## src/rtl/emergency_preempt_ctrl.sv

```systemverilog
// Emergency preemption front end: synchronises and qualifies a bouncy siren input,
// merges a manual override, enforces a minimum hold and an all-red clearance, and counts events.
module emergency_preempt_ctrl #(
  parameter int SYNC_STAGES  = 2,
  parameter int QUAL_CYCLES  = 8,
  parameter int MIN_HOLD     = 32,
  parameter int CLEAR_CYCLES = 4,
  parameter int CNT_W        = 8
) (
  input  logic             clk,
  input  logic             reset,
  input  logic             siren_raw,
  input  logic             manual_override,
  input  logic             cfg_enable,
  output logic             emergency,
  output logic             all_red,
  output logic             busy,
  output logic [CNT_W-1:0] event_count
);

  localparam int MAX_A = (QUAL_CYCLES > MIN_HOLD) ? QUAL_CYCLES : MIN_HOLD;
  localparam int MAX_V = (MAX_A > CLEAR_CYCLES) ? MAX_A : CLEAR_CYCLES;
  localparam int CW    = (MAX_V > 2) ? $clog2(MAX_V) : 1;

  localparam logic [CW-1:0] Q_LAST = CW'(QUAL_CYCLES - 1);
  localparam logic [CW-1:0] H_LAST = CW'(MIN_HOLD - 1);
  localparam logic [CW-1:0] C_LAST = CW'(CLEAR_CYCLES - 1);

  typedef enum logic [1:0] {IDLE, QUALIFY, ACTIVE, CLEAR} state_t;

  state_t                   r_state;
  logic [SYNC_STAGES-1:0]   r_sync;
  logic [CW-1:0]            r_qcnt;
  logic [CW-1:0]            r_hcnt;
  logic [CW-1:0]            r_ccnt;
  logic [CNT_W-1:0]         r_event_count;

  logic w_siren_s;
  logic w_req;

  assign w_siren_s = r_sync[SYNC_STAGES-1];
  assign w_req     = w_siren_s | manual_override;

  function automatic logic [CNT_W-1:0] sat_inc(input logic [CNT_W-1:0] v);
    return (&v) ? v : v + 1'b1;
  endfunction

  always_ff @(posedge clk or posedge reset) begin
    if (reset) begin
      r_state       <= IDLE;
      r_sync        <= '0;
      r_qcnt        <= '0;
      r_hcnt        <= '0;
      r_ccnt        <= '0;
      r_event_count <= '0;
    end else begin
      r_sync <= {r_sync[SYNC_STAGES-2:0], siren_raw};
      case (r_state)
        IDLE: begin
          if (cfg_enable && manual_override) begin
            r_state       <= ACTIVE;
            r_hcnt        <= '0;
            r_event_count <= sat_inc(r_event_count);
          end else if (cfg_enable && w_siren_s) begin
            r_state <= QUALIFY;
            r_qcnt  <= CW'(1);
          end
        end
        QUALIFY: begin
          // Losing enable aborts qualification even against a manual request.
          if (!cfg_enable || (!manual_override && !w_siren_s)) begin
            r_state <= IDLE;
            r_qcnt  <= '0;
          end else if (manual_override || r_qcnt == Q_LAST) begin
            r_state       <= ACTIVE;
            r_qcnt        <= '0;
            r_hcnt        <= '0;
            r_event_count <= sat_inc(r_event_count);
          end else begin
            r_qcnt <= r_qcnt + 1'b1;
          end
        end
        ACTIVE: begin
          if (r_hcnt != H_LAST) begin
            r_hcnt <= r_hcnt + 1'b1;
          end else if (!w_req) begin
            r_state <= CLEAR;
            r_ccnt  <= '0;
          end
        end
        CLEAR: begin
          if (r_ccnt == C_LAST) begin
            r_state <= IDLE;
          end else begin
            r_ccnt <= r_ccnt + 1'b1;
          end
        end
        default: r_state <= IDLE;
      endcase
    end
  end

  // Outputs are pure decodes of registered state so no input reaches them combinationally.
  assign emergency   = (r_state == ACTIVE);
  assign all_red     = (r_state == CLEAR);
  assign busy        = (r_state != IDLE);
  assign event_count = r_event_count;

endmodule

```

## config.mk

```make
export PLATFORM = sky130hd
export DESIGN_NAME = emergency_preempt_ctrl
export DESIGN_NICKNAME = d
export VERILOG_FILES = /design/src/rtl/emergency_preempt_ctrl.sv
export SDC_FILE = /design/constraint.sdc
export NUM_CORES = 1
export LEC_CHECK = 0
export CAP_MARGIN = 30
export CORE_ASPECT_RATIO = 0.6
export CORE_MARGIN = 2
export CORE_UTILIZATION = 45
export DETAILED_ROUTE_END_ITERATION = 6
export PLACE_DENSITY = 0.65
export REMOVE_ABC_BUFFERS = 1
export SYNTH_ARGS = -nofsm -noshare
export SYNTH_HDL_FRONTEND = slang
export SYNTH_SLANG_ARGS = --single-unit
```

## constraint.sdc

```tcl
create_clock -name clk -period 4.5 [get_ports clk]
set_input_delay 0.9 -clock clk [delete_from_list [all_inputs] [get_ports clk]]
set_output_delay 0.9 -clock clk [all_outputs]
set_load 0.01 [all_outputs]
```

==> flow_metrics.tcl, run 1 <==
set metrics [dict create \
    status "complete, no violations" \
    area.growth.synth_to_final_pct 17.8 \
    worst_pin_slew_ps 505 \
    place_inst 189 \
    crit_buf_inv 2 \
    p_per_area_nw_per_um2 531 \
    n_fill_cell 279 \
    p_leak_uw 0.000745 \
    cts_made_buffers 3 \
    cts_resized 0 \
    worstPathRequired_ps 3600 \
    max_slew_margin 0.664 \
    clk_latency_ps 270 \
    drv_cap 0 \
    ys_seq_elements 27 \
    yosysUniqueCellTypes 43 \
    grt_antenna_before_repair 0 \
    hold-path-cell-count 0 \
    cp-start-kind "register" \
    p_clk_frac 0.148 \
    fp.dieW_um 76.9 \
    first_global_vias 963 \
    syn_avg_cell_area_um2 10.7 \
    cts_hold_buf 0 \
    p_switching_uw 339 \
    total_power_uw 897 \
    synth-edff-count 0 \
    crit_path_end_kind "output port" \
    cp.depth 3 \
    clk_pin_slew_worst_paths_ps 90 \
    hpwl_mm 2.07 \
    hold_ws_ps 367 \
    cts_root_buf "clkbuf_8" \
    num_antenna_cells 0 \
    critical-path-top-delay-family "buffers and inverters" \
    drt-total-wl_mm 2.70 \
    syn_inst 134 \
    clock_skew_ps 10.1 \
    cp_slowest_cell "clkdlybuf4s50_1" \
    ys_warn_count 0 \
    min_path_type "reg -> reg" \
    async_flop_share 1.00 \
    finalMaxSlewViolations 0 \
    htreeDepth 1 \
    core_area_um2 2950 \
    drc 0 \
    final_nets 162 \
    avgViaCountPerCell 5.37 \
    yosysSeqAreaShare 0.471 \
    drive_gt1_frac 0.0927 \
    track_usage 0.165 \
    finalSetupTns_ps 0 \
    yosys-top-cells-area "dfrtp_1, nand3_1, xor2_1, ha_1, nand2_1" \
    yosysMostFrequentCell "dfrtp_1" \
    power_frac_seq 0.466 \
    fin_crit_sh 0.575 \
    cts_tree "yes" \
    port_buffers 15 \
    ios 16 \
    grt_pass1_wl_mm 4.59 \
    via_count 1037 \
    cts.path.max_buffers 2 \
    grt_max_degree 21 \
    setup_viol 0 \
    postRouteAntennaNets 0 \
    crit_type "reg -> out" \
    initial_core_util 0.487 \
    syn-cell-area_um2 1440 \
    reg2reg_depth 5 \
    swShare 0.378 \
    gp_congestion 0.805 \
    rsz0062_at_grt "false" \
    p_comb_frac 0.386 \
    synth_top_cell_area_share 0.471 \
    synth_common_cells "dfrtp_1, nand3_1, nand2_1" \
    cp_max_fo 11 \
    row_count 15 \
    drt_iter0_drc 57 \
    finalHoldViolCount 0 \
    internal_power_uw 558 \
    max_stage_delay_ps 540 \
    fmax_mhz 386 \
    synth_area_leader_cell "dfrtp_1" \
    final_util 0.574 \
    cts.sinks 27 \
    grt-ovfl-total 0 \
    first_pass_iters 4 \
    routedWlPerCell_um 14.0 \
    cts_setup_buffers 0 \
    dieArea_um2 3670 \
    final_cells 193 \
    critical_path.cell_chain "nand2b_1 -> inv_2 -> clkdlybuf4s50_1" \
    critical_path_arrival_ps 1690 \
    die_h_um 47.7 \
    synth_flop_cell "dfrtp_1" \
    period_needed_ps 2590 \
    irDropWorstVdd_uv 323 \
]
==> metal layers <==
metal / GRT usage / wire (um) / share of wire
met5: 0 / 0 / 0
met4: 0.0364 / 13 / 0.0048
met3: 0.0472 / 125 / 0.046
met2: 0.253 / 1150 / 0.42
met1: 0.238 / 1410 / 0.52
==> cell families (layout without fill, tap and decap cells) <==
| group | count (synthesis) | after routing | synth area share |
|---|---|---|---|
| DFF | 27 | 27 | 0.471 |
| buffers and inverters | 9 | 26 | 0.0296 |
| AOI/OAI and AO/OA | 20 | 20 | 0.107 |
| and+or+nand+nor | 60 | 60 | 0.262 |
| adders and majority gates | 5 | 5 | 0.0436 |
| xor gates and xnor gates | 8 | 8 | 0.0488 |
| muxes | 5 | 5 | 0.0375 |
==> area by class of cell <==
class | count | area [um2] | area share
Multi-Input combinational cell | 98 | 717 | 0.424
Sequential cell | 27 | 676 | 0.400
Timing Repair Buffer | 16 | 178 | 0.105
Tap cell | 42 | 52.6 | 0.0311
Clock buffer | 4 | 45.0 | 0.0266
Inverter | 6 | 22.5 | 0.0133
==> power groups by stage <==
| stage | sequential (uW) | clock, uW | combinational (uW) |
|---|---|---|---|
| after floorplan | 407 | 0 | 212 |
| after global placement | 417 | 0 | 333 |
| after detailed placement | 422 | 0 | 345 |
| after CTS | 417 | 138 | 348 |
| after global routing | 433 | 147 | 392 |
| final | 419 | 132 | 346 |
==> worst paths after layout <==
kind                                   startpoint  slack (ps)                          to
setup reg to reg            r_qcnt[0]$_DFFE_PP0P_        2390  event_count[6]$_DFFE_PP0P_
hold / removal                r_sync[0]$_DFF_PP0_         370         r_sync[1]$_DFF_PP0_
hold reg to reg               r_sync[0]$_DFF_PP0_         370         r_sync[1]$_DFF_PP0_
min in group asynchronous                   reset         900       r_ccnt[4]$_DFFE_PP0P_
setup / recovery           r_state[0]$_DFFE_PP0P_        1910                   emergency
max in group asynchronous                   reset        3170  event_count[2]$_DFFE_PP0P_
==> flip-flops by register name (all words and copies together) (netlist names) <==
signal / count
r_ccnt: 5
event_count: 8
r_hcnt: 5
r_state: 2
r_qcnt: 5
r_sync: 2
==> cell usage in the layout, fill, tap and decap left out, types with 2 or more instances in the layout <==
cell,instances
a21o_1,2
a21oi_1,5
a22o_1,3
and3_1,3
and3b_1,2
clkbuf_8,3
clkdlybuf4s50_1,15
dfrtp_1,27
ha_1,5
inv_1,5
mux2_1,3
mux2i_1,2
nand2_1,14
nand2b_1,3
nand3_1,15
nor2_1,6
nor3_1,2
o21ai_0,2
o21ai_1,2
xor2_1,8
==> per-stage QoR <==
step	area, um2	setup slack, ps
finish	1690	1910
global route	1690	1840
CTS	1690	1910
detailed placement	1650	1730
global placement	1620	1760
floorplan	1420	2350
Note: power is estimated with default switching activity, not from simulation.
==> run 2, diff against run 1 <==
--- a/config.mk
+++ b/config.mk
@@ -10,7 +10,7 @@
 export CORE_MARGIN = 2
 export CORE_UTILIZATION = 45
 export DETAILED_ROUTE_END_ITERATION = 6
-export PLACE_DENSITY = 0.65
+export PLACE_DENSITY = 0.68
 export REMOVE_ABC_BUFFERS = 1
 export SYNTH_ARGS = -nofsm -noshare
 export SYNTH_HDL_FRONTEND = slang
==> constraint.sdc (replaced) <==
create_clock -name clk -period 2.2 [get_ports clk]
set_input_delay 0.44 -clock clk [delete_from_list [all_inputs] [get_ports clk]]
set_output_delay 0.44 -clock clk [all_outputs]
set_load 0.01 [all_outputs]
==> run 2 against run 1 <==
Compared with the run above: combinational power grew 110%; setup slack worse by 1800 ps; final cell count rose by 2.1%; power grew 110%; clock skew shrank 7.1 ps; hold slack lost 13 ps; count of clock-buffer cells in the layout is the same; first-iteration DRC count rose by 26%; sequential share of layout area shrank 0.19 points; core utilization grew 0.38 points; cell area increased by 0.67%; global-route usage rose by 0.15 points; largest cell class unchanged; largest power group unchanged; highest routed layer unchanged.
==> flow_metrics.tcl, run 2 (synthesized netlist as in run 1, its figures left out) <==
set metrics [dict create \
    crit_path_end_kind "output port" \
    fmax_mhz 475 \
    p_per_area_nw_per_um2 1080 \
    drv_cap 0 \
    cts.path.max_buffers 2 \
    final_area_um2 1700 \
    max_stage_delay_ps 550 \
    finalHoldViolCount 0 \
    status "complete, no violations" \
    track_usage 0.167 \
    cts_root_buf "clkbuf_8" \
    final_cell_mix "dfrtp_1, nand3_1, clkdlybuf4s50_1" \
    clock_skew_ps 2.99 \
    rsz0062_at_grt "false" \
    cp-start-kind "register" \
    grt_antenna_before_repair 0 \
    hpwl_mm 2.08 \
    htreeDepth 1 \
    row_count 15 \
    area.growth.synth_to_final_pct 18.6 \
    reg2reg_from "r_hcnt[0]$_DFFE_PP0P_" \
    critical_path_arrival_ps 1660 \
    crit_buf_inv 2 \
    grt_pass1_wl_mm 4.64 \
    cts.sinks 27 \
    min_path_type "reg -> reg" \
    placed_area_um2 1660 \
    grt_max_degree 28 \
    setup_slack_ps 96.5 \
    cts_tree "yes" \
    final_util 0.577 \
    avgViaCountPerCell 5.26 \
    period_needed_ps 2100 \
    finalMaxSlewViolations 0 \
    routedWlPerCell_um 14.0 \
    cts_made_buffers 3 \
    hold_path.startpoint "r_sync[0]$_DFF_PP0_" \
    fin_crit_sh 0.956 \
    critical_path.cell_chain "nand2b_1 -> inv_2 -> clkdlybuf4s50_1" \
    via_count 1037 \
    finalSetupTns_ps 0 \
    critical-path-top-delay-family "buffers and inverters" \
    clk_pin_slew_worst_paths_ps 90 \
    final_nets 166 \
    num_antenna_cells 0 \
    cts_hold_buf 0 \
    dieArea_um2 3670 \
    layout_commonest_cell "dfrtp_1" \
    fp.dieW_um 76.9 \
    setup_viol 0 \
    cp_max_fo 11 \
    first_global_vias 1028 \
    cp_slowest_cell "clkdlybuf4s50_1" \
    postRouteAntennaNets 0 \
    drc 0 \
    gp_congestion 0.851 \
    irDropWorstVdd_uv 476 \
    core_area_um2 2950 \
    initial_core_util 0.487 \
    critPathLaunch "r_state[0]$_DFFE_PP0P_" \
    max_slew_margin 0.698 \
    drt-total-wl_mm 2.76 \
    dpl_worst_slack_ps 14.8 \
    die_h_um 47.7 \
    p_leak_uw 0.000754 \
    drive_gt1_frac 0.123 \
    total_power_uw 1840 \
    worstPathRequired_ps 1760 \
    largest_reg_flops 8 \
    drt_iter0_drc 72 \
    first_pass_iters 4 \
    worst_pin_slew_ps 452 \
    clk_latency_ps 270 \
    ios 16 \
    grt-ovfl-total 0 \
    crit_type "reg -> out" \
    port_buffers 15 \
]
-- run 2: changes by cell type in the layout (fill, tap and decap cells not counted), sizes merged --
| cell | before | now |
|---|---|---|
| buf | 1 | 5 |
-- run 2: area by class of cell --
type                            count  area (um2)
Tap cell                           42        52.6
Multi-Input combinational cell     98         717
Timing Repair Buffer               20         188
Clock buffer                        4        45.0
Fill cell                         262        1240
Sequential cell                    27         677
Inverter                            6        22.5
-- run 2: metal layers --
metal / GRT usage / up-vias / part of all wire
li1: - / 520 / -
met1: 0.214 / 497 / 0.48
met2: 0.282 / 18 / 0.47
met3: 0.0528 / 2 / 0.044
met4: 0.0473 / 0 / 0.0029
met5: 0 / - / 0
-- run 2: report_power, final --
part | internal, uW | leakage, uW | switching [uW]
Clock | 130 | 0.0000228 | 150
Combinational | 363 | 0.000391 | 350
Sequential | 661 | 0.000340 | 189
Total | 1150 | 0.000754 | 689
-- run 2: per-stage QoR --
step | instances | hold WS (ps)
2_1_floorplan | 131 | 331
3_3_place_gp | 193 | 333
3_5_place_dp | 193 | 337
4_1_cts | 197 | 359
5_1_grt | 197 | 368
6_report | 197 | 355
-- run 2: timing repair --
item                                    in CTS  in global routing
buffers inserted                             0                  0
hold endpoints to repair                     0                  0
gates resized for setup                      0                  1
endpoints found under the setup margin       0                  1
-- run 2: worst paths after layout --
check	slack [ps]	cells past startpoint	end
min reg2reg	350	0	r_sync[1]$_DFF_PP0_
min in group asynchronous	520	3	r_ccnt[4]$_DFFE_PP0P_
max reg2reg	250	6	r_ccnt[1]$_DFFE_PP0P_
min	350	0	r_sync[1]$_DFF_PP0_
max	100	3	emergency
max in group asynchronous	1400	3	r_state[0]$_DFFE_PP0P_
